==> src/rtl/instruction_fetch_unit.sv <==
// Instruction fetch: prefetches XM words over a req/ack port into a FIFO of {pc, inst} pairs.
// Latency: request one edge after enable, word visible one edge after ack; 1 word/cycle on zero-wait memory.
// Backpressure: decoder stall holds the FIFO head; requests stop once the FIFO would be full.
module instruction_fetch_unit #(
    parameter logic [15:0] RESET_PC  = 16'h0000,
    parameter int          BUF_DEPTH = 2
) (
    input  logic        clk,
    input  logic        reset,
    input  logic        fetch_en,
    input  logic        stall,
    input  logic        redirect,
    input  logic [15:0] redirect_pc,
    output logic        mem_req,
    output logic [15:0] mem_addr,
    input  logic        mem_ack,
    input  logic [15:0] mem_rdata,
    output logic        inst_valid,
    output logic [15:0] inst_data,
    output logic [15:0] inst_pc
);

    localparam int              CW      = $clog2(BUF_DEPTH + 1);
    localparam logic [CW-1:0]   DEPTH_C = CW'(BUF_DEPTH);
    localparam logic [15:0]     PC0     = RESET_PC & 16'hFFFE;

    typedef enum logic [1:0] {IDLE, REQ, DISCARD} state_t;

    state_t        state, state_nx;
    logic [15:0]   fetch_pc, fetch_pc_nx, mem_addr_nx;
    logic          mem_req_nx;
    logic          push, pop;
    logic [CW-1:0] count, count_nx;
    logic [31:0]   head;

    assign inst_valid = (count != '0) & ~redirect;
    assign pop        = inst_valid & ~stall;
    assign push       = (state == REQ) & mem_ack & ~redirect;
    assign inst_pc    = head[31:16];
    assign inst_data  = head[15:0];

    always_comb begin
        count_nx = count;
        if (redirect)
            count_nx = '0;
        else if (push && !pop)
            count_nx = count + CW'(1);
        else if (pop && !push)
            count_nx = count - CW'(1);
    end

    ifu_fifo #(
        .WIDTH (32),
        .DEPTH (BUF_DEPTH)
    ) u_fifo (
        .clk    (clk),
        .reset  (reset),
        .flush  (redirect),
        .push   (push),
        .pop    (pop),
        .wr_dat ({mem_addr, mem_rdata}),
        .count  (count),
        .head   (head)
    );

    always_ff @(posedge clk or negedge reset) begin
        if (!reset) begin
            state    <= IDLE;
            fetch_pc <= PC0;
            mem_req  <= 1'b0;
            mem_addr <= PC0;
        end else begin
            state    <= state_nx;
            fetch_pc <= fetch_pc_nx;
            mem_req  <= mem_req_nx;
            mem_addr <= mem_addr_nx;
        end
    end

    always_comb begin
        state_nx    = state;
        fetch_pc_nx = fetch_pc;
        mem_req_nx  = mem_req;
        mem_addr_nx = mem_addr;
        if (redirect)
            fetch_pc_nx = redirect_pc & 16'hFFFE;
        case (state)
            IDLE: begin
                mem_req_nx = 1'b0;
                if (!redirect && fetch_en && (count < DEPTH_C)) begin
                    mem_req_nx  = 1'b1;
                    mem_addr_nx = fetch_pc;
                    state_nx    = REQ;
                end
            end
            REQ: begin
                if (redirect) begin
                    // A request cannot be withdrawn; wait out its ack in DISCARD.
                    if (mem_ack) begin
                        mem_req_nx = 1'b0;
                        state_nx   = IDLE;
                    end else begin
                        state_nx   = DISCARD;
                    end
                end else if (mem_ack) begin
                    fetch_pc_nx = fetch_pc + 16'd2;
                    if (fetch_en && (count_nx < DEPTH_C)) begin
                        mem_addr_nx = fetch_pc + 16'd2;
                    end else begin
                        mem_req_nx = 1'b0;
                        state_nx   = IDLE;
                    end
                end
            end
            DISCARD: begin
                if (mem_ack) begin
                    mem_req_nx = 1'b0;
                    state_nx   = IDLE;
                end
            end
            default: state_nx = IDLE;
        endcase
    end

endmodule

// Generic circular FIFO with flush; head reads as zero when empty.
// Latency: a pushed entry is visible at the head one edge later.
// Backpressure: none internally; caller never pushes when full or pops when empty.
module ifu_fifo #(
    parameter int WIDTH = 32,
    parameter int DEPTH = 2
) (
    input  logic                       clk,
    input  logic                       reset,
    input  logic                       flush,
    input  logic                       push,
    input  logic                       pop,
    input  logic [WIDTH-1:0]           wr_dat,
    output logic [$clog2(DEPTH+1)-1:0] count,
    output logic [WIDTH-1:0]           head
);

    localparam int            PW   = (DEPTH > 1) ? $clog2(DEPTH) : 1;
    localparam int            CW   = $clog2(DEPTH + 1);
    localparam logic [PW-1:0] LAST = PW'(DEPTH - 1);

    logic [WIDTH-1:0] mem [DEPTH];
    logic [PW-1:0]    rd_ptr, wr_ptr;

    function automatic logic [PW-1:0] ptr_inc(input logic [PW-1:0] p);
        return (p == LAST) ? '0 : p + PW'(1);
    endfunction

    always_ff @(posedge clk or negedge reset) begin
        if (!reset) begin
            rd_ptr <= '0;
            wr_ptr <= '0;
            count  <= '0;
        end else if (flush) begin
            rd_ptr <= '0;
            wr_ptr <= '0;
            count  <= '0;
        end else begin
            if (push)
                wr_ptr <= ptr_inc(wr_ptr);
            if (pop)
                rd_ptr <= ptr_inc(rd_ptr);
            if (push && !pop)
                count <= count + CW'(1);
            else if (pop && !push)
                count <= count - CW'(1);
        end
    end

    always_ff @(posedge clk) begin
        if (push && !flush)
            mem[wr_ptr] <= wr_dat;
    end

    assign head = (count == '0) ? '0 : mem[rd_ptr];

endmodule

==> config.mk <==
export PLATFORM = sky130hd
export DESIGN_NAME = instruction_fetch_unit
export DESIGN_NICKNAME = d
export VERILOG_FILES = /design/src/rtl/instruction_fetch_unit.sv
export SDC_FILE = /design/constraint.sdc
export NUM_CORES = 1
export LEC_CHECK = 0
export CORE_AREA = 10 10 113 115
export DETAILED_ROUTE_END_ITERATION = 6
export DIE_AREA = 0 0 123 125
export PLACE_DENSITY = 0.75
export SYNTH_ARGS = -nofsm -noshare
export SYNTH_HDL_FRONTEND = slang
export SYNTH_SLANG_ARGS = --single-unit
export TNS_END_PERCENT = 20
==> constraint.sdc <==
create_clock -name clk -period 4.1 [get_ports clk]
set_clock_uncertainty 0.1 [all_clocks]
set_input_delay 0.41 -clock clk [delete_from_list [all_inputs] [get_ports clk]]
set_output_delay 0.41 -clock clk [all_outputs]
set_load 0.02 [all_outputs]
==> qor_table.md <==
| Metric | Value |
|:---|:---|
| Run status | completed |
| Non-filler cells in the finished layout | 617 |
| Number of flops mapped to enable cells by yosys | 64 |
| CTS Hold Buffers Added | 0 |
| Post-route worst setup slack | 1.214 ns |
| Timing-limited maximum frequency | 346.5 MHz |
| Power density over cell area | 650.6 nW/um2 |
| Count of state elements after synthesis | 103 |
| Required time of the critical path | 3.59 ns |
| Wire length of the first global-routing pass | 16,660 um |
| HPWL reported at the end of detailed placement | 7334 um |
| Synth warnings | 0 |
| Worst hold-check slack | 0.04707 ns |
| Measured slew at the worst slew-check pin | 0.9512 ns |
| Setup Buffers After CTS | 0 |
| DRC errors left | 0 |
| Routed via count divided by cell count | 5.235 |
| Slew HR | 36.58% |
| Routed length per instance | 16.84 um |
| Clock transition at the registers of the reported paths | 0.10 ns |
| Leakage power of the design | 2.202 nW |
| Cells along the critical path | mux2i_1 > nor2_1 > clkdlybuf4s50_1 |
| Worst Setup End Kind | output port |
| Vias in the first global route | 3,207 |
| Sequential cell area | 2899 um2 |
| Largest net degree at the start of global routing | 40 |
| Tcrit/Tclk final | 70.38% |
| Resize count post-CTS | 0 |
| Setup repair after global routing missed its margin | false |
| Final-report max-slew violation count | 0 |
| Syn Area/Cell | 12.41 um2 |
| Number of buffers created by CTS | 9 |
| 1st-pass router iterations | 4 |
| Cell count after synthesis | 395 |
| Die footprint | 15,380 um2 |
| Clock tree root buffer cell | clkbuf_8 |
| Diode count | 0 |
| Fill cell total of the finished layout | 866 |
| FFs w/ async S/R, synth | 37.86% |
| Initial cell density of the core | 46.25% |
| Port Buffer Count | 86 |
| Library cell contributing the largest single delay on the critical path | dfrtp_2 |
| Cell area after synthesis | 4903 um2 |
| Maximum level of the CTS H-tree | 3 |
| Placeable core area | 10,600 um2 |
| Area taken by multi-input logic gates | 1828 um2 |
| Delay of the slowest cell on the worst path | 1.01 ns |
| Worst ir drop on vdd | 0.0002772 V |
| Critical-path maximum fanout | 33 |
| Total setup violations reported at the end of the flow | 0 |
| Primary flip-flop cell chosen by synthesis mapping | edfxtp_1 |
| Worst min path class | in2async |
| Global router's overall resource usage | 13.58% |
| Final hold viol count | 0 |
| Maximum clock insertion buffer count | 2 |
| Number of nets still failing antenna checks after routing | 0 |
| Max Cap Viol | 0 |
| Worst Path Arrival | 2.38 ns |
| Critical Path Start Type | register |
| Placement Rows | 38 |
| Die Y | 125 um |
| Sequential fraction of the synthesis area | 59.10% |
| Detailed Route Iter0 Violations | 211 |
| Clock Latency Late Sink | 0.37 ns |
| Remaining global-route overflow | 0 |
| I/O pin cnt | 88 |
| Layout cell share with drive strength beyond 1 | 9.224% |
| X dimension of the die | 123 um |
| Final Net Count | 516 |
| Sum of negative setup slack | 0 ns |
| Area grow syn2layout | 23.63% |
| Post-Route WL | 10,390 um |
| Post-synth net total | 439 |
| TritonCTS Sinks | 103 |
| CTS tree | built |
| Via Count | 3,230 |
| Kind of critical path | reg2out |
| Pre-CTS worst setup slack | 0.8545 ns |
| Antenna violations before repair | 0 |
| Distinct cell type count after synthesis | 50 |
| Routability Congestion | 0.8172 |
| Final worst path period need | 2.886 ns |
| Cell count after placement | 601 |
| Utilization of the core after routing | 57.17% |
flip-flops by register name, summed over array words and instances (netlist names):
name           count
u_fifo.mem        64
state              2
u_fifo.count       2
fetch_pc          16
u_fifo.wr_ptr      1
mem_addr          16
mem_req            1
u_fifo.rd_ptr      1
path summary, 6_finish.rpt:
kind,start,cells after the start,endpoint,slack [ns]
min reg2reg,mem_addr[8]$_DFFE_PN0P_,0,u_fifo.mem[0][24]$_DFFE_PP_,0.40
max reg2reg,state[1]$_DFFE_PN0P_,6,mem_addr[8]$_DFFE_PN0P_,1.31
max in group asynchronous,reset,1,u_fifo.rd_ptr$_DFFE_PN0P_,3.26
max,u_fifo.rd_ptr$_DFFE_PN0P_,3,inst_pc[10],1.21
min,reset,1,state[1]$_DFFE_PN0P_,0.05
min in group clk,mem_addr[8]$_DFFE_PN0P_,0,u_fifo.mem[0][24]$_DFFE_PP_,0.40
report_power, final:
part,internal [mW],switching [mW],leakage (nW)
sequential,1.32,0.211,1.06
clock,0.351,0.354,0.112
combinational,0.799,0.904,1.02
worst max-delay path: cells and delay by family (launching register included):
family,cells,cell delay (ns)
multiplexers,1,0.22
AND/OR/NAND/NOR,1,0.14
buffers and inverters,1,0.62
flip-flops,1,1.01
Yosys cell counts, types with 2 or more instances:
library cell  count  area, um2
ha_1              6      75.07
nor2b_1           3      18.77
nor2_1           45      168.9
mux2_2            4      45.04
nor3b_1           2      15.01
o211ai_1          6      45.04
a21o_1            2      15.01
mux2i_1          36      360.4
nand4_1          10      62.56
buf_2            11      55.05
inv_1            11      41.29
and4_1            2      17.52
edfxtp_1         64       1922
xor2_1            9      78.83
dfrtp_1          39      975.9
nor4_1            5      31.28
clkbuf_1          9      33.78
a31oi_1           4      25.02
nor3_1            5      25.02
a211o_1           2      17.52
or3_1             3      18.77
o21ai_0          15      75.07
mux2_4           10      150.1
buf_4             2      15.01
nand3_1          17      85.08
xnor2_1          17      148.9
or4_1             3      22.52
nand2_1          24      90.09
buf_6             2      22.52
and3_1            7      43.79
kinds of logic (layout without fill, tap and decap cells):
family | Yosys count | in the layout | synth area share (%)
buffers and inverters | 36 | 118 | 3.827
and+or+nand+nor | 134 | 134 | 13.73
muxes | 50 | 50 | 11.33
DFF | 103 | 103 | 59.10
xor gates and xnor gates | 26 | 26 | 4.644
AOI/OAI and AO/OA | 40 | 40 | 5.843
adders and majority gates | 6 | 6 | 1.531
cells in the final DEF, fill, tap and decap left out, types with 9 or more instances in the layout:
master / n
nand3_1: 17
xnor2_1: 17
nor2_1: 45
dfrtp_1: 38
mux2_4: 10
nand4_1: 10
mux2i_1: 36
xor2_1: 9
nand2_1: 24
o21ai_0: 15
clkbuf_8: 9
edfxtp_1: 64
clkdlybuf4s50_1: 85
inv_1: 11
routing by layer:
| layer | routed length [um] | part of all wire, % | track usage [%] | vias up |
|---|---|---|---|---|
| met5 | 0 | 0 | 0 | - |
| met4 | 123 | 1.2 | 5.826 | 0 |
| met3 | 660 | 6.4 | 3.060 | 10 |
| met2 | 5029 | 48 | 21.84 | 78 |
| met1 | 4579 | 44 | 17.14 | 1562 |
| li1 | - | - | - | 1580 |
metrics by stage:
stage               power, mW  instance area [um2]
global route            4.176                 6062
finish                  3.944                 6062
detailed placement      3.282                 5837
floorplan               2.579                 4903
CTS                     3.988                 6062
global placement        3.238                 5837
layout make-up:
type                            count  share of cell area [%]
Clock buffer                        9                   2.043
Clock inverter                      7                   1.672
Inverter                           11                  0.6811
Multi-Input combinational cell    256                   30.15
Sequential cell                   103                   47.82
Tap cell                          140                   2.890
Timing Repair Buffer               91                   14.74
No activity file was read; power rests on OpenSTA's default activity.
